[src/rtl/controlador_carga_ula.sv]
// Load sequencer for a two-operand ALU: latches opcode with operand A,
// loads operand B, waits for the ALU to settle, captures the result and
// holds it until the consumer takes it. Counts completed operations.
module controlador_carga_ula #(
  parameter int unsigned LAT_ULA = 2
) (
  input  logic       clk,
  input  logic       rst,
  input  logic       in_valid,
  output logic       in_ready,
  input  logic [7:0] in_data,
  input  logic [2:0] op_in,
  input  logic       cancela,
  output logic [7:0] reg_d,
  output logic       load_a,
  output logic       load_b,
  output logic       load_r,
  output logic [2:0] op_reg,
  output logic       res_valid,
  input  logic       res_ready,
  output logic       busy,
  output logic [7:0] ops_count
);

  localparam int unsigned DW  = 8;
  localparam int unsigned OPW = 3;
  localparam int unsigned CW  = 4;
  localparam logic [CW-1:0] CNT_INIT = CW'(LAT_ULA - 1);

  typedef enum logic [2:0] {
    ESPERA_A = 3'd0,
    ESPERA_B = 3'd1,
    CALC     = 3'd2,
    CAPTURA  = 3'd3,
    ENTREGA  = 3'd4
  } state_t;

  state_t          state_q, state_d;
  logic [CW-1:0]   cnt_q,   cnt_d;
  logic [OPW-1:0]  op_q,    op_d;
  logic [DW-1:0]   ops_q,   ops_d;

  // State, wait counter, opcode latch and operation counter
  always_ff @(posedge clk or negedge rst) begin
    if (!rst) begin
      state_q <= ESPERA_A;
      cnt_q   <= '0;
      op_q    <= '0;
      ops_q   <= '0;
    end else begin
      state_q <= state_d;
      cnt_q   <= cnt_d;
      op_q    <= op_d;
      ops_q   <= ops_d;
    end
  end

  // Next state and load strobes; the strobes are combinational so the
  // operand registers capture on the same edge as the handshake.
  always_comb begin
    state_d  = state_q;
    cnt_d    = cnt_q;
    op_d     = op_q;
    ops_d    = ops_q;
    in_ready = 1'b0;
    load_a   = 1'b0;
    load_b   = 1'b0;
    load_r   = 1'b0;

    unique case (state_q)
      ESPERA_A: begin
        in_ready = ~cancela & rst;
        load_a   = in_valid & ~cancela & rst;
        if (load_a) begin
          op_d    = op_in;
          state_d = ESPERA_B;
        end
      end
      ESPERA_B: begin
        in_ready = ~cancela & rst;
        load_b   = in_valid & ~cancela & rst;
        if (load_b) begin
          cnt_d   = CNT_INIT;
          state_d = CALC;
        end
      end
      CALC: begin
        if (cnt_q == '0) begin
          state_d = CAPTURA;
        end else begin
          cnt_d = cnt_q - CW'(1);
        end
      end
      CAPTURA: begin
        load_r  = 1'b1;
        state_d = ENTREGA;
      end
      ENTREGA: begin
        if (res_ready) begin
          ops_d   = ops_q + DW'(1);
          state_d = ESPERA_A;
        end
      end
      default: state_d = ESPERA_A;
    endcase

    // Abort wins over everything; the opcode latch is left untouched
    if (cancela) begin
      state_d = ESPERA_A;
      op_d    = op_q;
      ops_d   = ops_q;
      load_r  = 1'b0;
    end
  end

  // Status decoded directly from state so reset clears it immediately
  assign res_valid = (state_q == ENTREGA);
  assign busy      = (state_q != ESPERA_A);
  assign reg_d     = in_data;
  assign op_reg    = op_q;
  assign ops_count = ops_q;

endmodule
[config.mk]
export PLATFORM = sky130hd
export DESIGN_NAME = controlador_carga_ula
export DESIGN_NICKNAME = d
export VERILOG_FILES = /design/src/rtl/controlador_carga_ula.sv
export SDC_FILE = /design/constraint.sdc
export NUM_CORES = 1
export LEC_CHECK = 0
export BUFFER_PORTS_ARGS = -buffer_cell sky130_fd_sc_hd__buf_2
export CAP_MARGIN = 10
export CORE_ASPECT_RATIO = 0.75
export CORE_MARGIN = 3
export CORE_UTILIZATION = 47
export CTS_BUF_LIST = sky130_fd_sc_hd__clkbuf_2
export DETAILED_ROUTE_END_ITERATION = 16
export MAX_ROUTING_LAYER = met4
export PLACE_DENSITY = 0.79
export SETUP_SLACK_MARGIN = 0.02
export SLEW_MARGIN = 5
export SYNTH_ARGS = -nofsm -noshare
export SYNTH_HDL_FRONTEND = slang
export SYNTH_SLANG_ARGS = --single-unit
[constraint.sdc]
create_clock -name clk -period 1.75 [get_ports clk]
set_input_delay 0.4375 -clock clk [delete_from_list [all_inputs] [get_ports clk]]
set_output_delay 0.4375 -clock clk [all_outputs]
set_load 0.005 [all_outputs]
# Yosys cells after proc, flatten, opt, wreduce, memory -nomap -nowiden
# Cells that the tools add are included.
# Widths: inputs -> output; s select.
dict set report op_classes {
  add_sub_neg 2
  eq_ne 10
  muxes 14
  bitwise 4
  reduce_logical 9
}
# op count
set op_table {}
lappend op_table {{$mux 3} 5}
lappend op_table {{$pmux 3 s5} 1}
lappend op_table {{$ne 3x3->1 const B} 3}
lappend op_table {{$reduce_and 3->1} 3}
lappend op_table {{$add 8x1->8 const B} 1}
lappend op_table {{$mux 4} 2}
lappend op_table {{$pmux 4 s2} 1}
lappend op_table {{$eq 3x2->1 const B} 2}
lappend op_table {{$mux 1} 5}
lappend op_table {{$logic_not 4->1} 1}
lappend op_table {{$ne 2x2->1 const B} 2}
lappend op_table {{$reduce_and 4->1} 1}
lappend op_table {{$sub 4x1->4 const B} 1}
lappend op_table {{$and 1x1->1} 3}
lappend op_table {{$eq 3x1->1 const B} 1}
lappend op_table {{$eq 3x3->1 const B} 1}
lappend op_table {{$logic_not 3->1} 1}
lappend op_table {{$ne 3x2->1 const B} 1}
lappend op_table {{$reduce_bool 3->1} 1}
lappend op_table {{$reduce_bool 2->1} 1}
lappend op_table {{$reduce_or 2->1} 1}
lappend op_table {{$not 1->1} 1}
dict set report word_totals {
  reg_bits 18
  input_bits 16
  output_inout_bits 25
  word_cells 43
}

# Logic depth before layout (Yosys ltp)
# Gate-level depths: netlist of run 1.
dict set report depth {
  ltp_word 6
  depth_mapped 5
}

# Worst setup path before layout of run 1
# OpenSTA, ideal clock, no wires.
dict set report synth_timing {
  kind {input-to-reg}
  start {input port cancela}
  end {register ops_q[1] (netlist: ops_count[1])}
  t_arrival_ns 1.436
  t_required_ns 1.625
  path_slack_ns 0.189
  stages 4
  n_path_buf 1
  path_cell_list {or3b_1 -> buf_2 -> or2_4 -> mux2_4}
}
dict set report synth_between {
  elab_chain_len 2
}
# item line
set synth_lines {}
lappend synth_lines {{start, declared} 13} ;# input logic cancela,
lappend synth_lines {{$not 1->1 (no source line)} -}
lappend synth_lines {{$reduce_and 3->1 (no source line)} -}
lappend synth_lines {{end signal, assigned} 54} ;# ops_q <= ops_d;
lappend synth_lines {{end, declared} 41} ;# logic [DW-1:0] ops_q, ops_d;
# No other way between the ends.
# A chain may end at the register's enable or synchronous reset.

# Worst setup path after layout of run 1
dict set report layout_timing {
  start {register state_q[2]}
  end {output port busy}
}
dict set report layout_between {
  elab_chain_len 1
}
# item line
set layout_lines {}
lappend layout_lines {{start, declared} 38} ;# state_t state_q, state_d;
lappend layout_lines {{start signal, assigned} 51} ;# state_q <= state_d;
lappend layout_lines {{$reduce_bool 3->1} 118} ;# assign busy = (state_q != ESPERA_A);
lappend layout_lines {{end, declared} 21} ;# output logic busy,
# No other way between the ends.

==> flow_summary.toml, run 1 <==
[status]
status = "finished, violations left"
violations = "setup timing"

[cts]
clk_path_buf_depth = 2
numClockSinks = 18
cts.clk_slew.worst_paths_ns = 0.17
cts_tree = "done"
clk_latency_ns = 0.30
root_buffer = "clkbuf_2"
cts_made_buffers = 3
h-tree-depth = 1

[routing]
viasPerCell = 5.369
drtAntennaViolNets = 0
wirelength_um = 2169
drc_errors = 0
first_pass_iters = 4
avgRoutedWirePerCell_um = 14.56
vias = 800
drt_iter0_drc = 17

[place]
place_ws_ns = 0.04116
port_buffers = 24
place_inst = 137
placed_cell_area_um2 = 1097
gp_congestion = 0.8243
hpwl_um = 1605

[cells_and_area]
fin_area_um2 = 1247
fin_util_pct = 67.87
nNetsFinal = 147
num-fill-cells = 138
area_delta_synth_final_pct = 28.15
final_common_cell = "buf_2"
layout_common_cells = "buf_2, dfrtp_1, buf_4"
drive_above_1_share_pct = 48.82
fin_cells = 149
diodes = 0
largest_reg_flops = 8
seqCellArea_um2 = 451.7
multiInputGateArea_um2 = 469.2

[global_route]
grt.met3_usage_pct = 6.516
antenna_found_initial = 0
grt_max_degree = 11
grt_pass1_wl_um = 3636
grt-ovfl-total = 0
grt.total_usage_pct = 19.24
met2_usage_pct = 31.63
grt_busiest_layer = "met2"
use_met1_pct = 22.95
grt_pass1_vias = 795

[synthesis]
synth.ff_latch_count = 18
synth_area_um2 = 973.4
syn_nets = 114
synth_area_leaders = "dfrtp_1, buf_4, mux2_2"
syn_avg_cell_area_um2 = 10.14
synth_cells = 96
yosysWarnings = 0
yosysSeqAreaShare_pct = 46.27
yosys.area.top_type = "dfrtp_1"
synth_cell_types = 31
yosysTopAreaCellShare_pct = 46.27

[timing]
period_minus_slack_ns = 1.817
fin_skew_ns = 0.0005854
max_freq_mhz = 550.2
final_hold_viol_count = 0
max-slew-margin-rel_pct = 77.93
period_share_pct = 103.9
rsz0062_at_grt = "yes"
slew_viol_final = 0
worst_pin_slew_ns = 0.3280
setup_viol = 3
setup_ws_ns = -0.06740

[setup_path]
crit_fanout = 6
r2r_cells = 5
crit_chain = "buf_6, or3_1, buf_2"
critPathArrivalTime_ns = 1.38
cp_slowest_cell = "dfrtp_1"
path_class = "flop to output pin"
r2r_end = "state_q[0]"
critical_path.endpoint = "busy"
end_kind = "output pin"
crit-reg2reg-launch = "cnt_q[0]"
slowest_delay_ns = 0.44
r2r_slack_ns = 0.12
critical_path.startpoint = "state_q[2]"
crit_required_ns = 1.31
critPathLaunchType = "flop"

[run]
max_cap_violations = 0

[floorplan]
die_y_um = 45.42
start_util_pct = 52.96
rows = 13
core_area_um2 = 1838
die_w_um = 58.55
die_area_um2 = 2659
io_pins = 41

[power]
p_per_area_nw_per_um2 = 789.5
peakVddDrop_mv = 0.5903
p_leak_nw = 0.6394

[min_path]
hold_path.class = "input pin to async pin"
-- per-layer routing --
metal,routed length (um),part of all wire (%)
met2,1064,49
met4,14,0.65
met1,934,43
met3,155,7.1
met5,0,0
-- worst min path at each step --
| stage | start | to | slack (ns) | depth (start not counted) |
|---|---|---|---|---|
| 2_1_floorplan | rst | cnt_q[0] | 0.14 | 0 |
| 3_3_place_gp | rst | op_reg[1] | 0.27 | 1 |
| 3_5_place_dp | rst | op_reg[2] | 0.28 | 1 |
| 4_1_cts | rst | cnt_q[0] | 0.12 | 2 |
| 5_1_grt | rst | cnt_q[2] | 0.11 | 2 |
| 6_report | rst | cnt_q[0] | 0.12 | 2 |
-- worst max-delay path: cells and delay by family, from the launching register on --
kind,cells,cell delay (ns)
buffers and inverters,2,0.27
DFF,1,0.44
and+or+nand+nor,1,0.37
-- cell families after synthesis --
logic type,Yosys count,share of synthesized area (%)
AND/OR/NAND/NOR,34,19.02
AO/OA/AOI/OAI,8,6.042
XOR/XNOR,7,6.298
buffers and inverters,19,10.54
adder cells (fa/ha/maj),2,2.570
multiplexers,8,9.254
flip-flops,18,46.27
-- power by group --
part	leakage [nW]	switching, mW	internal, mW
logic	0.402	0.122	0.142
clock network	0.0125	0.129	0.0467
registers	0.225	0.0589	0.486
-- through the flow --
stage               hold slack, ns  setup TNS [ns]  total power [mW]
floorplan                   0.1419               0            0.6931
global placement            0.2722               0            0.7621
detailed placement          0.2759               0            0.7875
CTS                         0.1223        -0.09693            0.9796
global route                0.1055         -0.4141             1.053
finish                      0.1202         -0.1521            0.9848
-- repair_timing --
action                                  in CTS  in global routing
endpoints found under the hold margin        2                  0
pin swaps                                    1                  3
hold buffers                                 1                  0
setup buffers                                5                  3
gates resized for setup                      8                 12
endpoints found under the setup margin       5                  7
-- cell type report --
| type | instances | share of cell area [%] |
|---|---|---|
| repair buffers | 40 | 20.66 |
| flip-flops and latches | 18 | 36.21 |
| well taps | 22 | 2.207 |
| multi-input cells | 59 | 37.61 |
| clock buffers | 3 | 1.204 |
| inverters | 7 | 2.106 |
-- synthesized netlist by cell type --
| library cell | instances |
|---|---|
| a211o_1 | 1 |
| a211oi_1 | 1 |
| a21oi_1 | 1 |
| a22o_1 | 1 |
| a2bb2oi_1 | 1 |
| and2_1 | 1 |
| buf_2 | 1 |
| buf_4 | 8 |
| clkbuf_1 | 3 |
| dfrtp_1 | 18 |
| ha_1 | 2 |
| inv_1 | 7 |
| mux2_2 | 4 |
| mux2_4 | 1 |
| mux2i_1 | 3 |
| nand2_1 | 4 |
| nand2b_1 | 1 |
| nand3_1 | 4 |
| nand3b_1 | 1 |
| nand4_1 | 2 |
| nor2_1 | 6 |
| nor3_1 | 6 |
| nor3b_1 | 1 |
| nor4_1 | 3 |
| o21ai_0 | 2 |
| o32a_1 | 1 |
| or2_4 | 1 |
| or3_1 | 2 |
| or3b_1 | 2 |
| xnor2_1 | 2 |
| xor2_1 | 5 |
(Power assumes the default switching activity.)
==> inputs of run 2 (changes only) <==
--- a/config.mk
+++ b/config.mk
@@ -10,10 +10,11 @@
 export CORE_ASPECT_RATIO = 0.75
 export CORE_MARGIN = 3
 export CORE_UTILIZATION = 47
-export CTS_BUF_LIST = sky130_fd_sc_hd__clkbuf_2
+export CTS_BUF_LIST = sky130_fd_sc_hd__clkbuf_4 sky130_fd_sc_hd__clkbuf_8
 export DETAILED_ROUTE_END_ITERATION = 16
 export MAX_ROUTING_LAYER = met4
 export PLACE_DENSITY = 0.79
+export REMOVE_ABC_BUFFERS = 1
 export SETUP_SLACK_MARGIN = 0.02
 export SLEW_MARGIN = 5
 export SYNTH_ARGS = -nofsm -noshare
==> run 2 against run 1 <==
- the flow still finishes with violations (setup timing)
- sequential share of layout area decreased by 0.78 points
- clock-buffer cell count increased by 1
- total power increased by 8.4%
- die area unchanged
- clock power increased by 46%
- first-iteration DRC count decreased by 5.9%
- critical path type unchanged
- largest power group unchanged
==> flow_summary.toml, run 2 (synthesis gave the netlist of run 1 again) <==
[status]
status = "finished, violations left"
violations = "setup timing"

[cts]
root_buffer = "clkbuf_4"
numClockSinks = 18
cts.clk_slew.worst_paths_ns = 0.11
cts_tree = "done"
h-tree-depth = 1
cts_made_buffers = 3
clk_path_buf_depth = 2
clk_latency_ns = 0.30

[routing]
drtAntennaViolNets = 0
first_pass_iters = 6
drc_errors = 0
viasPerCell = 5.707
vias = 856
avgRoutedWirePerCell_um = 15.76
drt_iter0_drc = 16
wirelength_um = 2364

[global_route]
use_met1_pct = 25.31
grt-ovfl-total = 0
met2_usage_pct = 30.07
grt.total_usage_pct = 20.06
grt_pass1_vias = 816
grt.met3_usage_pct = 8.782
antenna_found_initial = 0
grt_pass1_wl_um = 3857
grt_max_degree = 11
grt_busiest_layer = "met2"

[timing]
fin_skew_ns = 0.007042
rsz0062_at_grt = "yes"
setup_ws_ns = -0.03214
worst_pin_slew_ns = 0.3714
period_minus_slack_ns = 1.782
setup_viol = 3
slew_viol_final = 0
max_freq_mhz = 561.1
tns_ns = -0.05759
whs_ns = 0.1331
period_share_pct = 101.8
final_hold_viol_count = 0
max-slew-margin-rel_pct = 75.01

[floorplan]
start_util_pct = 52.96
die_w_um = 58.55
die_y_um = 45.42
io_pins = 41
die_area_um2 = 2659
core_area_um2 = 1838
rows = 13

[place]
hpwl_um = 1555
place_ws_ns = 0.03805
placed_cell_area_um2 = 1105
gp_congestion = 0.7806
port_buffers = 24

[setup_path]
r2r_slack_ns = 0.12
r2r_end = "state_q[0]"
crit_required_ns = 1.31
path_class = "flop to output pin"
end_kind = "output pin"
critical_path.startpoint = "state_q[2]"
r2r_cells = 5
crit-reg2reg-launch = "cnt_q[0]"
crit_fanout = 6
critPathArrivalTime_ns = 1.34
critPathLaunchType = "flop"
critical_path.endpoint = "busy"

[cells_and_area]
area_delta_synth_final_pct = 30.59
layout_common_cells = "buf_2, dfrtp_1, buf_4"
fin_area_um2 = 1271
drive_above_1_share_pct = 46.09
diodes = 0
final_common_cell = "buf_2"
nNetsFinal = 147
fin_util_pct = 69.16
num-fill-cells = 131
largest_reg_flops = 8

[power]
p_leak_nw = 0.6633
peakVddDrop_mv = 0.6446
p_per_area_nw_per_um2 = 839.8

[run]
max_cap_violations = 0

[min_path]
hold_path.class = "input pin to async pin"
run 2: worst min-delay path by stage:
stage / startpoint / to / slack, ns / cells after the start
after global placement: rst / state_q[2] / 0.29 / 1
after floorplan: rst / cnt_q[0] / 0.14 / 0
final: rst / op_reg[1] / 0.13 / 2
after detailed placement: rst / state_q[2] / 0.29 / 1
after CTS: rst / op_reg[2] / 0.11 / 2
after global routing: rst / op_reg[1] / 0.13 / 2
run 2: stage by stage:
stage	std cells	total power, mW
6_report	150	1.068
5_1_grt	150	1.137
4_1_cts	147	1.045
3_5_place_dp	138	0.7812
3_3_place_gp	138	0.7649
2_1_floorplan	84	0.6757
run 2: area by class of cell:
cell class	instances	area (um2)	area share, %
inverter	7	26.28	2.067
sequential	18	450.4	35.43
timing repair buffer	40	250.2	19.69
tap	22	27.53	2.165
multi-input combinational	59	480.5	37.80
clock buffer	4	36.28	2.854
run 2: repair_timing:
item | CTS | global route
hold buffers | 1 | 0
pin swaps | 2 | 4
endpoints found under the setup margin | 5 | 7
setup buffers | 4 | 3
endpoints found under the hold margin | 3 | 0
gates resized for setup | 4 | 12
run 2: metal layers:
layer,vias up,wire length [um]
met3,2,192
met4,0,3
met5,-,0
li1,389,-
met2,48,1129
met1,417,1039
run 2: power breakdown:
| part | total (mW) | internal [mW] | switching, mW | leakage (nW) |
|---|---|---|---|---|
| clock network | 0.257 | 0.127 | 0.130 | 0.0210 |
| logic | 0.269 | 0.141 | 0.128 | 0.416 |
| registers | 0.542 | 0.486 | 0.0562 | 0.226 |
| total | 1.07 | 0.753 | 0.314 | 0.663 |
run 2: worst max-delay path, cell delays in order, from the launching register on:
cell and delay [ns]:
dfrtp_1 0.41, buf_6 0.14, or3_1 0.36, buf_2 0.13
==> inputs of run 3 (changes only) <==
==> constraint.sdc (replaced) <==
create_clock -name clk -period 1.75 [get_ports clk]
set_input_delay 0.0875 -clock clk [delete_from_list [all_inputs] [get_ports clk]]
set_output_delay 0.0875 -clock clk [all_outputs]
set_load 0.005 [all_outputs]
==> run 3 against run 2 <==
- maximum frequency increased by 8.8%
- non-clock buffer count decreased by 10
- utilization decreased by 7.2 points
- worst hold slack got worse by 0.10 ns
- clock skew decreased by 0.0029 ns
- the run now ends clean
- largest cell class is now flip-flops and latches
- total power decreased by 1.9%
- register-to-register slack improved by 0.03 ns
- critical path type is now input pin to flop
- sequential power about the same
- die area unchanged
==> flow_summary.toml, run 3 (synthesis gave the netlist of run 1 again) <==
[routing]
viasPerCell = 5.636
vias = 789
drc_errors = 0
drt_iter0_drc = 15
wirelength_um = 2095
drtAntennaViolNets = 0
avgRoutedWirePerCell_um = 14.96
first_pass_iters = 4

[cts]
clk_latency_ns = 0.30
cts_tree = "done"
cts.clk_slew.worst_paths_ns = 0.11
numClockSinks = 18
cts_made_buffers = 3
h-tree-depth = 1
root_buffer = "clkbuf_4"
clk_path_buf_depth = 2

[setup_path]
path_class = "input pin to flop"
end_kind = "flop"
critPathLaunchType = "input pin"
r2r_slack_ns = 0.15
crit_fanout = 7
critPathArrivalTime_ns = 1.83
crit_required_ns = 1.95

[timing]
period_share_pct = 93.59
max_freq_mhz = 610.6
worst_pin_slew_ns = 0.5297
slew_viol_final = 0
fin_skew_ns = 0.004191
max-slew-margin-rel_pct = 64.61
setup_viol = 0
rsz0062_at_grt = "no"
final_hold_viol_count = 0
tns_ns = 0
period_minus_slack_ns = 1.638

[power]
p_per_area_nw_per_um2 = 919.6
p_leak_nw = 0.5908
p_total_mw = 1.047
peakVddDrop_mv = 0.6831

[run]
max_cap_violations = 0

[floorplan]
die_area_um2 = 2659
die_w_um = 58.55
rows = 13
die_y_um = 45.42
start_util_pct = 52.96
io_pins = 41
core_area_um2 = 1838

[global_route]
grt-ovfl-total = 0
grt_max_degree = 17
grt.total_usage_pct = 20.29
grt_pass1_vias = 810
grt_pass1_wl_um = 3719
antenna_found_initial = 0

[min_path]
hold_path.class = "input pin to flop"

[place]
hpwl_um = 1574
gp_congestion = 0.7713
port_buffers = 24

[cells_and_area]
layout_common_cells = "buf_2, dfrtp_1, inv_1"
area_delta_synth_final_pct = 16.97
diodes = 0
nNetsFinal = 137
final_common_cell = "buf_2"
largest_reg_flops = 8
drive_above_1_share_pct = 31.36

[status]
status = "completed"
-- run 3: layout make-up --
class                      count  area, um2
fill                         152      699.4
clock buffer                   4      36.28
multi-input combinational     59      422.9
inverter                       7      26.28
sequential                    18      450.4
timing repair buffer          30      175.2
tap                           22      27.53
-- run 3: critical path, stage by stage --
cell and delay, ns:
dlygate4sd3_1 0.53, buf_2 0.16, or3b_1 0.47, or2_4 0.29, mux2_4 0.30
-- run 3: repair_timing --
item	CTS	global route
hold buffers	3	1
buffers inserted	0	0
endpoints found under the setup margin	0	1
endpoints found under the hold margin	22	1
gates resized for setup	0	1
-- run 3: metrics by stage --
stage / setup WS [ns] / hold slack [ns] / instances / util [%] / area, um2
6_report: 0.1122 / 0.03004 / 140 / 61.95 / 1139
4_1_cts: 0.1164 / 0.01148 / 139 / 61.27 / 1126
5_1_grt: 0.03764 / 0.01542 / 140 / 61.95 / 1139
3_3_place_gp: 0.2090 / -0.08625 / 132 / 57.66 / 1060
3_5_place_dp: 0.1416 / -0.08810 / 132 / 57.66 / 1060
2_1_floorplan: 0.1657 / -0.2081 / 84 / - / 897.1
-- run 3: power breakdown --
part / total (mW) / internal, mW / switching [mW] / leakage, nW
sequential: 0.544 / 0.486 / 0.0584 / 0.226
combinational: 0.239 / 0.126 / 0.113 / 0.344
clock: 0.264 / 0.127 / 0.137 / 0.0210
total: 1.05 / 0.739 / 0.308 / 0.591
-- run 3: worst paths after layout --
kind	startpoint	endpoint	cells after the start
worst max-delay path	cancela	ops_count[1]	5
worst min-delay path	op_in[0]	op_reg[0]	2
worst max register to register	cnt_q[0]	state_q[0]	5
worst min register to register	ops_count[7]	ops_count[7]	1
max in group asynchronous	rst	cnt_q[2]	3
min in group asynchronous	rst	op_reg[2]	2
-- run 3: routing by layer --
layer / vias to the layer above / part of all wire (%) / track usage [%]
li1: 372 / - / -
met1: 365 / 44 / 24.55
met2: 43 / 44 / 28.29
met3: 9 / 8.5 / 8.782
met4: 0 / 3.5 / 11.57
met5: - / 0 / -
